$ cat src/rtl/xfifo_pkg.sv
// Shared sizing helpers for the level-tracking FIFO family.
package xfifo_pkg;

    function automatic int lvl_w(input int depth);
        return $clog2(depth + 1);
    endfunction

    function automatic int ptr_w(input int depth);
        return (depth > 1) ? $clog2(depth) : 1;
    endfunction

endpackage

$ cat src/rtl/xfifo_lvl_ctrl.sv
// FIFO control: accept logic, wrapping pointers, occupancy level and registered flags.
// With XFIFO_LVL_ERR_EN defined, sticky overflow/underflow indicators are added.
module xfifo_lvl_ctrl
    import xfifo_pkg::*;
#(
    parameter int DEPTH         = 4,
    parameter int AFULL_LVL     = DEPTH - 1,
    parameter int AEMPTY_LVL    = 1,
    parameter int WR_ON_FULL_RD = 0,
    localparam int LW           = lvl_w(DEPTH),
    localparam int AW           = ptr_w(DEPTH)
) (
    input  logic          clk,
    input  logic          rst,
    input  logic          we_i,
    input  logic          re_i,
    output logic          we_ok_o,
    output logic [AW-1:0] wptr_o,
    output logic [AW-1:0] rptr_o,
    output logic          full_n_o,
    output logic          empty_n_o,
    output logic          afull_n_o,
    output logic          aempty_n_o,
    output logic [LW-1:0] level_o
`ifdef XFIFO_LVL_ERR_EN
    ,
    output logic          err_ovf_o,
    output logic          err_udf_o
`endif
);

    logic [AW-1:0] wptr_q, wptr_d, rptr_q, rptr_d;
    logic [LW-1:0] level_q, level_d;
    logic          full_n_q, empty_n_q, afull_n_q, aempty_n_q;
    logic          re_ok, we_ok;

    assign re_ok = re_i & empty_n_q;
    // A full FIFO can still take a write when the head leaves in the same cycle.
    assign we_ok = we_i & (full_n_q | ((WR_ON_FULL_RD != 0) && re_ok));

    always_comb begin
        wptr_d  = wptr_q;
        rptr_d  = rptr_q;
        level_d = level_q + {{(LW-1){1'b0}}, we_ok} - {{(LW-1){1'b0}}, re_ok};
        if (we_ok) begin
            wptr_d = (wptr_q == AW'(DEPTH - 1)) ? '0 : wptr_q + AW'(1);
        end
        if (re_ok) begin
            rptr_d = (rptr_q == AW'(DEPTH - 1)) ? '0 : rptr_q + AW'(1);
        end
    end

    always_ff @(posedge clk) begin
        if (rst) begin
            wptr_q     <= '0;
            rptr_q     <= '0;
            level_q    <= '0;
            full_n_q   <= 1'b1;
            empty_n_q  <= 1'b0;
            afull_n_q  <= 1'b1;
            aempty_n_q <= 1'b0;
        end else begin
            wptr_q     <= wptr_d;
            rptr_q     <= rptr_d;
            level_q    <= level_d;
            full_n_q   <= (level_d != LW'(DEPTH));
            empty_n_q  <= (level_d != '0);
            afull_n_q  <= (level_d < LW'(AFULL_LVL));
            aempty_n_q <= (level_d > LW'(AEMPTY_LVL));
        end
    end

    // Storage must not see a write that reset is discarding.
    assign we_ok_o    = we_ok & ~rst;
    assign wptr_o     = wptr_q;
    assign rptr_o     = rptr_q;
    assign full_n_o   = full_n_q;
    assign empty_n_o  = empty_n_q;
    assign afull_n_o  = afull_n_q;
    assign aempty_n_o = aempty_n_q;
    assign level_o    = level_q;

`ifdef XFIFO_LVL_ERR_EN
    logic err_ovf_q, err_ovf_d, err_udf_q, err_udf_d;

    assign err_ovf_d = err_ovf_q | (we_i & ~we_ok);
    assign err_udf_d = err_udf_q | (re_i & ~empty_n_q);

    always_ff @(posedge clk) begin
        if (rst) begin
            err_ovf_q <= 1'b0;
            err_udf_q <= 1'b0;
        end else begin
            err_ovf_q <= err_ovf_d;
            err_udf_q <= err_udf_d;
        end
    end

    assign err_ovf_o = err_ovf_q;
    assign err_udf_o = err_udf_q;

`ifndef SYNTHESIS
    always @(posedge clk) begin
        if (!rst) begin
            assert (!(we_i && !we_ok)) else $warning("xfifo_lvl: write rejected while full");
            assert (!(re_i && !empty_n_q)) else $warning("xfifo_lvl: read requested while empty");
        end
    end
`endif
`endif

endmodule

$ cat src/rtl/xfifo_lvl_mem.sv
// Two-port storage array: synchronous write, combinational (show-ahead) read.
module xfifo_lvl_mem
    import xfifo_pkg::*;
#(
    parameter int DW    = 8,
    parameter int DEPTH = 4,
    localparam int AW   = ptr_w(DEPTH)
) (
    input  logic          clk,
    input  logic          we_i,
    input  logic [AW-1:0] waddr_i,
    input  logic [DW-1:0] wdata_i,
    input  logic [AW-1:0] raddr_i,
    output logic [DW-1:0] rdata_o
);

    logic [DW-1:0] mem_q [DEPTH];

    always_ff @(posedge clk) begin
        if (we_i) begin
            mem_q[waddr_i] <= wdata_i;
        end
    end

    assign rdata_o = mem_q[raddr_i];

endmodule

$ cat src/rtl/xfifo_lvl.sv
// Synchronous FIFO with any DEPTH >= 2, registered level and almost-full/empty flags.
// Optional sticky error outputs err_ovf/err_udf when XFIFO_LVL_ERR_EN is defined.
module xfifo_lvl
    import xfifo_pkg::*;
#(
    parameter int DW            = 8,
    parameter int DEPTH         = 4,
    parameter int AFULL_LVL     = DEPTH - 1,
    parameter int AEMPTY_LVL    = 1,
    parameter int WR_ON_FULL_RD = 0,
    localparam int LW           = lvl_w(DEPTH),
    localparam int AW           = ptr_w(DEPTH)
) (
    input  logic          clk,
    input  logic          rst,
    input  logic          we,
    input  logic          re,
    input  logic [DW-1:0] d,
    output logic [DW-1:0] q,
    output logic          full_n,
    output logic          empty_n,
    output logic          afull_n,
    output logic          aempty_n,
    output logic [LW-1:0] level
`ifdef XFIFO_LVL_ERR_EN
    ,
    output logic          err_ovf,
    output logic          err_udf
`endif
);

    logic          we_ok;
    logic [AW-1:0] wptr, rptr;

    xfifo_lvl_ctrl #(
        .DEPTH        (DEPTH),
        .AFULL_LVL    (AFULL_LVL),
        .AEMPTY_LVL   (AEMPTY_LVL),
        .WR_ON_FULL_RD(WR_ON_FULL_RD)
    ) u_ctrl (
        .clk       (clk),
        .rst       (rst),
        .we_i      (we),
        .re_i      (re),
        .we_ok_o   (we_ok),
        .wptr_o    (wptr),
        .rptr_o    (rptr),
        .full_n_o  (full_n),
        .empty_n_o (empty_n),
        .afull_n_o (afull_n),
        .aempty_n_o(aempty_n),
        .level_o   (level)
`ifdef XFIFO_LVL_ERR_EN
        ,
        .err_ovf_o (err_ovf),
        .err_udf_o (err_udf)
`endif
    );

    xfifo_lvl_mem #(
        .DW   (DW),
        .DEPTH(DEPTH)
    ) u_mem (
        .clk    (clk),
        .we_i   (we_ok),
        .waddr_i(wptr),
        .wdata_i(d),
        .raddr_i(rptr),
        .rdata_o(q)
    );

`ifndef SYNTHESIS
    initial begin
        if (DEPTH < 2) $error("xfifo_lvl: DEPTH must be >= 2");
        if (AFULL_LVL < 1 || AFULL_LVL > DEPTH) $error("xfifo_lvl: AFULL_LVL out of 1..DEPTH");
        if (AEMPTY_LVL >= AFULL_LVL) $error("xfifo_lvl: AEMPTY_LVL must be below AFULL_LVL");
    end
`endif

endmodule

$ cat config.mk
export PLATFORM = sky130hd
export DESIGN_NAME = xfifo_lvl
export DESIGN_NICKNAME = d
export VERILOG_FILES = /design/src/rtl/xfifo_pkg.sv /design/src/rtl/xfifo_lvl_ctrl.sv /design/src/rtl/xfifo_lvl_mem.sv /design/src/rtl/xfifo_lvl.sv
export SDC_FILE = /design/constraint.sdc
export NUM_CORES = 1
export LEC_CHECK = 0
export BUFFER_PORTS_ARGS = -buffer_cell sky130_fd_sc_hd__buf_2
export CAP_MARGIN = 10
export CORE_MARGIN = 2
export CORE_UTILIZATION = 55
export DETAILED_ROUTE_END_ITERATION = 8
export PLACE_DENSITY_LB_ADDON = 0.2
export SLEW_MARGIN = 5
export SYNTH_ARGS = -nofsm -noshare
export SYNTH_HDL_FRONTEND = slang
export SYNTH_SLANG_ARGS = --single-unit
$ cat constraint.sdc
create_clock -name clk -period 2.6 [get_ports clk]
set_clock_uncertainty 0.15 [all_clocks]
set_input_delay 0.13 -clock clk [delete_from_list [all_inputs] [get_ports clk]]
set_output_delay 0.13 -clock clk [all_outputs]
set_load 0.005 [all_outputs]
==> reports/results.tsv, run 1 <==
stage	metric	value	unit
run_status	outcome	completed	
synth	Synth Instances	103	
power_and_ir_drop	Power Dens Cells	807	mW/mm2
synth	Post-synth EDFFs	32	
critical_path	CP Launch Type	flip-flop	
power_and_ir_drop	P_int	1.30	mW
synth	Mapped Area	0.00177	mm2
route	drt first pass iters	4	
power_and_ir_drop	Peak supply drop	0.000661	V
power_and_ir_drop	Comb pwr share	24.3	%
critical_path	CP Cell Sequence	and2_1, ha_1, inv_1, ha_1, fa_1, xor3_1, or4_1	
clock_network	postcts setup bufs	0	
timing	Slew Limit Headroom	64.0	%
synth	largest cells by area after synthesis	edfxtp_1 (54%), dfxtp_1 (15%), mux4_2 (10%)	
run	max_cap viols	0	
power_and_ir_drop	Sw Ratio	25.9	%
power_and_ir_drop	Clock Power Share	23.1	%
floorplanning	core area	0.00305	mm2
finish	layout cells sized above 1	32.0	%
critical_path	crit path kind	flip-flop to flip-flop	
global_route	initial antenna violation count	0	
clock_network	clk_lat worst skew	340	ps
clock_network	post-CTS sizing	0	
route	Final ANT Viol Nets	0	
clock_network	clock sink total	45	
finish	Fill cells	242	
synth	area fraction of the dominant cell type after synthesis	54.4	%
synth	ys async rst share	0	%
timing	Final Max Tran Viols	0	
route	Residual DRC	0	
clock_network	CTS tree	done	
clock_network	Clk pin slew, worst setup/hold paths	130	ps
clock_network	total CTS buffers	5	
route	Vias	984	
synth	syn avg cell area	17.2	um2
timing	fmax	398	MHz
synth	sequential area share after synthesis	69.1	%
synth	Mapped Nets	123	
route	post-DR wirelength/cell	14.6	um
synth	Synth top cells by count	edfxtp_1 (32), dfxtp_1 (13), a21oi_1 (8), inv_1 (8), mux4_2 (8)	
timing	final setup violating endpoints	0	
floorplanning	row count	20	
critical_path	Critical path buffers and inverters	1	
floorplanning	Die X	60.7	um
synth	FF+latch count, synth	45	
finish	nets@finish	169	
synth	yosys warns	0	
hold_path	HP Class	input pin to flip-flop	
placement	PortBufs	26	
clock_network	H-tree depth	2	
placement	Post-DP Area	0.00197	mm2
floorplanning	die area	0.00368	mm2
synth	Cell variety after synth	22	
timing	final setup TNS	0	ps
critical_path	Worst Path Max Fanout	6	
global_route	GRT Residual Overflow	0	
timing	Worst-Margin Slew	539	ps
clock_network	CTS Buffer Depth	2	
critical_path	Arr. time, crit path	2590	ps
global_route	first-pass GRT wire length	4510	um
finish	antenna fix cells	0	
critical_path	CP dominant cell by count	ha_1	
global_route	largest net degree at the start of global routing	18	
finish	fin area	0.00217	mm2
power_and_ir_drop	Leakage	0.828	nW
route	total wire length	2840	um
global_route	vias in the first global route	1027	
timing	final worst-path cycle share	96.7	%
synth	most frequent cell after synthesis	edfxtp_1	
power_and_ir_drop	total power	1.75	mW
placement	Detail Placement HPWL	1860	um
critical_path	CP max stage delay	440	ps
critical_path	CP endpoint kind	flip-flop	
timing	min Tclk post-route	2510	ps
clock_network	CTS Root Cell	clkbuf_4	
floorplanning	die height	60.7	um
synth	Main synth FF type	edfxtp_1	
synth	cell taking the most area after synthesis	edfxtp_1	
timing	RSZ-0062 raised after global routing	no	
power_and_ir_drop	Sequential Power Share	52.5	%
timing	final hold violations	0	
finish	synthesis-to-layout area growth	22.9	%
critical_path	slowest stage cell, crit path	xor3_1	
placement	Placer Congestion	0.684	
floorplanning	Starting Density	57.9	%
power_and_ir_drop	sw power	0.453	mW
critical_path	Worst path top cell family by delay	adder cells	
critical_path	worst endpoint required time	2670	ps
route	DRT iter0 DRCs	23	
floorplanning	I/O Pins	27	
route	Via density	5.07	
global_route	global-route usage over all layers	17.6	%
## power by group through the flow
stage	Combinational, mW	Clock, mW	Sequential (mW)
2_1_floorplan	0.293	0	0.914
3_3_place_gp	0.399	0	0.932
3_5_place_dp	0.413	0	0.938
4_1_cts	0.433	0.419	0.923
5_1_grt	0.482	0.442	0.934
6_report	0.427	0.405	0.921
## layout by cell type, fill, tap and decap left out, types with 2 or more instances in the layout
master,synthesis,layout
ha_1,7,7
nor3b_1,4,4
inv_1,8,8
nand2_1,2,2
clkbuf_4,0,5
a21bo_2,4,4
mux4_2,8,8
dfxtp_1,13,13
nor2_1,3,3
nand3_1,2,2
edfxtp_1,32,32
buf_4,0,4
dlygate4sd3_1,0,13
a21oi_1,8,8
buf_2,1,26
## final timing paths
kind	startpoint	end	slack [ps]	cells after the start
setup / recovery	u_ctrl.empty_n_o	u_ctrl.full_n_o	90	7
hold / removal	d[0]	u_mem.mem_q[0][0]	370	2
hold reg to reg	u_ctrl.empty_n_o	flip-flop	450	2
setup reg to reg	u_ctrl.empty_n_o	u_ctrl.full_n_o	90	7
## cell type report
class	instances	area, um2	share of cell area (%)
clock inverter	2	33.8	1.56
timing repair buffer	43	290	13.4
sequential	45	1220	56.2
inverter	8	30.0	1.38
multi-input combinational	46	500	23.0
clock buffer	6	41.3	1.90
tap	44	55.1	2.53
## logic make-up after synthesis
family / synth area share (%)
compound gates: 4.95
xor+xnor: 1.34
fa+ha+maj: 6.09
buf+inv: 2.62
flops: 69.1
mux: 10.2
simple gates: 5.73
## per-layer routing
| metal | track usage, % | wire length, um | part of all wire [%] |
|---|---|---|---|
| met1 | 19.0 | 1150 | 41 |
| met2 | 31.5 | 1500 | 53 |
| met3 | 6.40 | 150 | 5.3 |
| met4 | 6.52 | 42 | 1.5 |
| met5 | 0 | 0 | 0 |
## metrics by stage
stage               std cells  hold WS (ps)  setup WS, ps  utilization, %
CTS                       194           366          66.5            71.1
global route              194           360          1.88            71.1
detailed placement        173           201          85.0            64.4
global placement          173           192           185            64.4
finish                    194           370          85.4            71.1
floorplan                 103          78.9           204               -
## state kept, by name, indices dropped and copies added, names as in the netlist, named ones only
name and flops:
u_ctrl.aempty_n_o 1, u_ctrl.afull_n_o 1, u_ctrl.empty_n_o 1, u_ctrl.full_n_o 1
u_ctrl.level_o 3, u_ctrl.rptr_o 2, u_ctrl.wptr_o 2, u_mem.mem_q 32
## worst reg2reg max path, stage by stage, from the launching register on
cell	delay, ps
dfxtp_1	380
and2_1	160
ha_1	260
inv_1	40
ha_1	200
fa_1	360
xor3_1	440
or4_1	410
## repair_timing
| action | in CTS | in global routing |
|---|---|---|
| hold endpoints to repair | 43 | 0 |
| setup endpoints to repair | 0 | 0 |
| hold buffers | 13 | 0 |
No activity file was read; power rests on OpenSTA's default activity.
==> run 2: changes to the inputs <==
--- a/config.mk
+++ b/config.mk
@@ -8,7 +8,8 @@
 export BUFFER_PORTS_ARGS = -buffer_cell sky130_fd_sc_hd__buf_2
 export CAP_MARGIN = 10
 export CORE_MARGIN = 2
-export CORE_UTILIZATION = 55
+export CORE_UTILIZATION = 58
+export CTS_BUF_LIST = sky130_fd_sc_hd__clkbuf_4
 export DETAILED_ROUTE_END_ITERATION = 8
 export PLACE_DENSITY_LB_ADDON = 0.2
 export SLEW_MARGIN = 5
==> run 2 against run 1 <==
Net effect: flip-flop and latch count unchanged; power decreased by 5.3%; critical path type is now input pin to flip-flop; combinational power decreased by 0.9%; sequential share of layout area increased by 1.4 points.
==> reports/results.tsv, run 2 (synthesized netlist as in run 1, its figures left out) <==
stage	metric	value	unit	change
power_and_ir_drop	Power Dens Cells	783	mW/mm2	-3.0%
placement	PortBufs	26		unchanged
critical_path	CP Launch Type	input pin		
clock_network	Clk pin slew, worst setup/hold paths	120	ps	about the same
finish	max reg flops	32		unchanged
timing	final hold violations	0		unchanged
power_and_ir_drop	Peak supply drop	0.000600	V	-9.2%
timing	final setup violating endpoints	0		unchanged
critical_path	CP endpoint kind	flip-flop		
timing	final setup TNS	0	ps	unchanged
finish	Top reg by flops	u_mem.mem_q		
global_route	largest net degree at the start of global routing	18		unchanged
finish	antenna fix cells	0		unchanged
floorplanning	row count	20		unchanged
route	post-DR wirelength/cell	14.9	um	+1.7%
placement	Post-DP Area	0.00195	mm2	-0.70%
route	Final ANT Viol Nets	0		unchanged
floorplanning	die area	0.00351	mm2	-4.8%
critical_path	worst reg-to-reg path cell count	7		unchanged
run_status	outcome	completed		
route	Via density	5.36		+5.7%
clock_network	CTS tree	done		
critical_path	Arr. time, crit path	2510	ps	-80 ps
timing	Slew Limit Headroom	65.8	%	+1.8 points
global_route	first-pass GRT wire length	4340	um	-3.7%
timing	Worst-Margin Slew	512	ps	-27.1 ps
global_route	global-route usage over all layers	17.8	%	+0.20 points
clock_network	postcts setup bufs	0		unchanged
finish	nets@finish	167		-1.2%
critical_path	crit path kind	input pin to flip-flop		
clock_network	total CTS buffers	5		unchanged
critical_path	Worst Path Max Fanout	5		-1
critical_path	CP startpoint	re		
run	max_cap viols	0		unchanged
floorplanning	Die X	59.2	um	-2.4%
timing	Final Max Tran Viols	0		unchanged
timing	fmax	410	MHz	+3.0%
floorplanning	core area	0.00298	mm2	-2.5%
clock_network	CTS Root Cell	clkbuf_4		
finish	commonest non-fill, non-tap cells in the layout	edfxtp_1 (32), buf_2 (26), dfxtp_1 (13)		
floorplanning	Starting Density	59.4	%	+1.5 points
clock_network	CTS Buffer Depth	2		unchanged
floorplanning	die height	59.2	um	-2.4%
placement	Detail Placement HPWL	1850	um	-0.56%
route	DRT iter0 DRCs	21		-8.7%
timing	Hold WS	372	ps	+2.09 ps
timing	min Tclk post-route	2440	ps	-72.7 ps
global_route	initial antenna violation count	0		unchanged
clock_network	H-tree depth	2		unchanged
critical_path	FF-to-FF setup slack	270	ps	+180 ps
route	Residual DRC	0		unchanged
clock_network	clock sink total	45		unchanged
placement	Placer Congestion	0.633		-7.4%
finish	layout cells sized above 1	33.8	%	+1.8 points
finish	synthesis-to-layout area growth	20.0	%	
global_route	GRT Residual Overflow	0		unchanged
critical_path	worst endpoint required time	2670	ps	about the same
finish	fin area	0.00212	mm2	-2.4%
route	Vias	970		-1.4%
timing	final worst-path cycle share	93.9	%	-2.8 points
route	drt first pass iters	4		unchanged
finish	most common cell after layout, fill and taps aside	edfxtp_1		
floorplanning	I/O Pins	27		unchanged
clock_network	clk_lat worst skew	330	ps	about the same
finish	fin util	71.2	%	about the same
critical_path	crit path capture	u_ctrl.full_n_o		
power_and_ir_drop	Leakage	0.810	nW	-2.1%
hold_path	HP Class	input pin to flip-flop		
critical_path	Reg-to-Reg End	u_ctrl.full_n_o		
route	total wire length	2700	um	-5.1%
timing	RSZ-0062 raised after global routing	no		
global_route	vias in the first global route	998		-2.8%
critical_path	R2R Path Start	u_ctrl.empty_n_o		
[run 2: cell count changes in the layout (fill, tap and decap cells not counted)]
cell	previous run	this run
bufinv_16	1	0
clkbuf_1	1	0
clkbuf_4	5	7
dlygate4sd3_1	13	11
xor3_1	1	0
xor3_2	0	1
[run 2: how the worst min path moves through the flow]
stage | from | to | slack [ps] | depth (start not counted)
finish | d[4] | u_mem.mem_q[1][4] | 370 | 2
global route | d[4] | u_mem.mem_q[0][4] | 360 | 2
CTS | d[4] | u_mem.mem_q[1][4] | 370 | 2
detailed placement | d[4] | u_mem.mem_q[1][4] | 200 | 1
global placement | d[6] | u_mem.mem_q[0][6] | 190 | 1
floorplan | d[0] | u_mem.mem_q[0][0] | 80 | 0
[run 2: metal layers]
layer / global-route usage (%) / share of wire, %
met2: 30.6 / 53
met1: 20.4 / 43
met5: 0 / 0
met3: 4.59 / 3.2
met4: 8.77 / 1.2
[run 2: worst max-delay path: stages]
cell	delay (ps)
dlygate4sd3_1	530
buf_2	150
and2_1	160
ha_1	270
inv_1	40
ha_1	200
fa_1	380
xor3_2	270
or4_1	400
[run 2: report_power, final]
part | internal, mW | switching [mW] | total (mW)
combinational | 0.239 | 0.183 | 0.423
clock | 0.125 | 0.194 | 0.319
sequential | 0.856 | 0.0632 | 0.919
total | 1.22 | 0.441 | 1.66
[run 2: what timing repair did]
item	CTS	global route
endpoints found under the setup margin	0	1
endpoints found under the hold margin	41	0
hold buffers	11	0
gates resized for setup	0	1
[run 2: stage by stage]
stage          power, mW  setup slack [ps]  cells
2_1_floorplan       1.21               204    103
5_1_grt             1.77               110    181
6_report            1.66               158    181
3_3_place_gp        1.33               185    162
3_5_place_dp        1.35               138    162
4_1_cts             1.68              33.8    181
[run 2: area by class of cell]
| class | count | area [um2] |
|---|---|---|
| Clock inverter | 1 | 3.75 |
| Inverter | 8 | 30.0 |
| Clock buffer | 7 | 52.6 |
| Multi-Input combinational cell | 46 | 502 |
| Sequential cell | 45 | 1220 |
| Timing Repair Buffer | 41 | 270 |
| Tap cell | 33 | 41.3 |
| Fill cell | 212 | 857 |
==> run 3: changes to the inputs <==
--- a/config.mk
+++ b/config.mk
@@ -8,8 +8,9 @@
 export BUFFER_PORTS_ARGS = -buffer_cell sky130_fd_sc_hd__buf_2
 export CAP_MARGIN = 10
 export CORE_MARGIN = 2
-export CORE_UTILIZATION = 58
+export CORE_UTILIZATION = 62
 export CTS_BUF_LIST = sky130_fd_sc_hd__clkbuf_4
+export CTS_CLUSTER_SIZE = 40
 export DETAILED_ROUTE_END_ITERATION = 8
 export PLACE_DENSITY_LB_ADDON = 0.2
 export SLEW_MARGIN = 5
==> constraint.sdc (replaced) <==
create_clock -name clk -period 2.9 [get_ports clk]
set_clock_uncertainty 0.15 [all_clocks]
set_input_delay 0.145 -clock clk [delete_from_list [all_inputs] [get_ports clk]]
set_output_delay 0.145 -clock clk [all_outputs]
set_load 0.005 [all_outputs]
==> run 3 against run 2 <==
Net effect: wire length increased by 6.8%; clock power up 18%; cell count shrank 0.55%; power is 4.1% lower; non-clock buffer count increased by 1; worst setup slack gained 84 ps; hold slack improved by 19 ps; critical path depth unchanged; design area grew 1.4%; combinational power shrank 7.6%; via count rose by 1.3%; largest cell class unchanged.
==> reports/results.tsv, run 3 (synthesized netlist as in run 1, its figures left out) <==
stage	metric	value	unit	change
run_status	outcome	completed		
critical_path	worst endpoint required time	2980	ps	+310 ps
clock_network	CTS Root Cell	clkbuf_4		
critical_path	worst reg-to-reg path cell count	7		unchanged
critical_path	CP startpoint	re		
finish	max reg flops	32		unchanged
critical_path	CP endpoint kind	flip-flop		
clock_network	total CTS buffers	5		unchanged
timing	final setup violating endpoints	0		unchanged
critical_path	crit path capture	u_ctrl.full_n_o		
floorplanning	die area	0.00329	mm2	-6.0%
floorplanning	Starting Density	64.7	%	+5.3 points
placement	Detail Placement HPWL	1970	um	+6.5%
power_and_ir_drop	Clock Power Share	23.7	%	+4.5 points
timing	fmax	376	MHz	
hold_path	HP Class	input pin to flip-flop		
finish	layout cells sized above 1	33.6	%	-0.23 points
critical_path	Reg-to-Reg End	u_ctrl.full_n_o		
critical_path	Worst Path Max Fanout	5		unchanged
critical_path	R2R Path Start	u_ctrl.empty_n_o		
critical_path	FF-to-FF setup slack	360	ps	+90 ps
critical_path	CP Launch Type	input pin		
global_route	first-pass GRT wire length	4880	um	+12%
power_and_ir_drop	Peak supply drop	0.000732	V	+22%
route	drt first pass iters	4		unchanged
placement	Post-Place Setup Slack	395	ps	+257 ps
global_route	initial antenna violation count	0		unchanged
timing	Slew Limit Headroom	65.0	%	-0.83 points
finish	fin util	78.7	%	+7.5 points
timing	final hold violations	0		unchanged
clock_network	post-CTS sizing	0		unchanged
route	DRT iter0 DRCs	44		+110%
power_and_ir_drop	P_int	1.17	mW	-3.8%
timing	Worst-Margin Slew	524	ps	+12.4 ps
finish	commonest non-fill, non-tap cells in the layout	edfxtp_1 (32), buf_2 (26), dfxtp_1 (13)		
clock_network	clk_lat worst skew	350	ps	+20 ps
route	Final ANT Viol Nets	0		unchanged
placement	placed cells	160		-1.2%
clock_network	Clk pin slew, worst setup/hold paths	120	ps	about the same
global_route	vias in the first global route	1071		+7.3%
critical_path	Arr. time, crit path	2740	ps	+230 ps
route	Vias	983		+1.3%
placement	PortBufs	26		unchanged
run	max_cap viols	0		unchanged
power_and_ir_drop	sw power	0.419	mW	-4.9%
finish	most common cell after layout, fill and taps aside	edfxtp_1		
power_and_ir_drop	Comb pwr share	24.5	%	-0.9 points
placement	Placer Congestion	0.675		+6.6%
floorplanning	Die X	57.4	um	-3.1%
timing	Hold WS	391	ps	+18.6 ps
clock_network	clock sink total	45		unchanged
floorplanning	I/O Pins	27		unchanged
finish	Top reg by flops	u_mem.mem_q		
timing	min Tclk post-route	2660	ps	
clock_network	H-tree depth	2		unchanged
global_route	largest net degree at the start of global routing	18		unchanged
route	Residual DRC	0		unchanged
timing	final worst-path cycle share	91.6	%	
floorplanning	die height	57.4	um	-3.1%
timing	Final Max Tran Viols	0		unchanged
clock_network	CTS Buffer Depth	2		unchanged
global_route	global-route usage over all layers	20.3	%	+2.6 points
route	total wire length	2880	um	+6.8%
critical_path	slowest stage cell, crit path	dlygate4sd3_1		
power_and_ir_drop	Power Dens Cells	741	mW/mm2	-5.4%
critical_path	CP max stage delay	540	ps	about the same
critical_path	crit path kind	input pin to flip-flop		
finish	nets@finish	168		+0.60%
route	post-DR wirelength/cell	16.0	um	+7.4%
finish	final std cells w/o fill	180		-0.55%
timing	RSZ-0062 raised after global routing	no		
power_and_ir_drop	Leakage	0.827	nW	+2.0%
floorplanning	row count	19		-5.0%
power_and_ir_drop	Sequential Power Share	51.8	%	-3.5 points
floorplanning	core area	0.00273	mm2	-8.2%
critical_path	CP dominant cell by count	ha_1		
global_route	GRT Residual Overflow	0		unchanged
timing	final setup TNS	0	ps	unchanged
route	Via density	5.46		+1.9%
timing	worst setup margin	242	ps	+84.2 ps
critical_path	CP Cell Sequence	dlygate4sd3_1, buf_2, and2_1, ha_1, inv_1, ha_1, fa_1, xor3_1, or4_1		
finish	synthesis-to-layout area growth	21.7	%	
clock_network	CTS tree	done		
power_and_ir_drop	Sw Ratio	26.3	%	-0.22 points
finish	antenna fix cells	0		unchanged
-- run 3: routing by layer --
| metal | GRT usage, % | up-vias | routed length [um] |
|---|---|---|---|
| met3 | 5.44 | 6 | 158 |
| li1 | - | 476 | - |
| met1 | 22.9 | 472 | 1120 |
| met2 | 36.0 | 29 | 1570 |
| met5 | 0 | - | 0 |
| met4 | 8.97 | 0 | 29 |
-- run 3: layout make-up --
cell class | count | area (um2)
clock buffers | 6 | 45.0
clock inverters | 2 | 35.0
fillers | 168 | 583
inverters | 8 | 30.0
multi-input cells | 46 | 500
flip-flops and latches | 45 | 1220
well taps | 31 | 38.8
repair buffers | 42 | 280
-- run 3: worst max-delay path, delay by kind of cell --
| kind | cells | cell delay [ps] |
|---|---|---|
| buffers and inverters | 3 | 740 |
| and+or+nand+nor | 2 | 590 |
| adders and majority gates | 3 | 830 |
| xor gates and xnor gates | 1 | 440 |
-- run 3: power by group through the flow --
stage | Clock (mW) | Combinational [mW] | Sequential [mW]
after global placement | 0 | 0.357 | 0.835
after floorplan | 0 | 0.263 | 0.819
after global routing | 0.408 | 0.439 | 0.839
after CTS | 0.385 | 0.398 | 0.827
after detailed placement | 0 | 0.380 | 0.841
final | 0.378 | 0.391 | 0.825
-- run 3: stage by stage --
step / area, um2 / power (mW)
2_1_floorplan: 1770 / 1.08
3_3_place_gp: 1950 / 1.19
3_5_place_dp: 1950 / 1.22
4_1_cts: 2150 / 1.61
5_1_grt: 2150 / 1.69
6_report: 2150 / 1.59
-- run 3: worst min path at each step --
| stage | endpoint | slack (ps) | cells past startpoint | startpoint |
|---|---|---|---|---|
| 2_1_floorplan | u_mem.mem_q[0][0] | 90 | 0 | d[0] |
| 3_3_place_gp | u_mem.mem_q[1][6] | 210 | 1 | d[6] |
| 3_5_place_dp | u_mem.mem_q[0][4] | 220 | 1 | d[4] |
| 4_1_cts | u_mem.mem_q[2][4] | 380 | 2 | d[4] |
| 5_1_grt | u_mem.mem_q[1][2] | 380 | 2 | d[2] |
| 6_report | u_mem.mem_q[3][6] | 390 | 2 | d[6] |
-- run 3: timing repair --
item / in CTS / in global routing
setup buffers: 0 / 0
endpoints found under the hold margin: 40 / 0
hold buffers: 12 / 0
setup endpoints to repair: 0 / 0
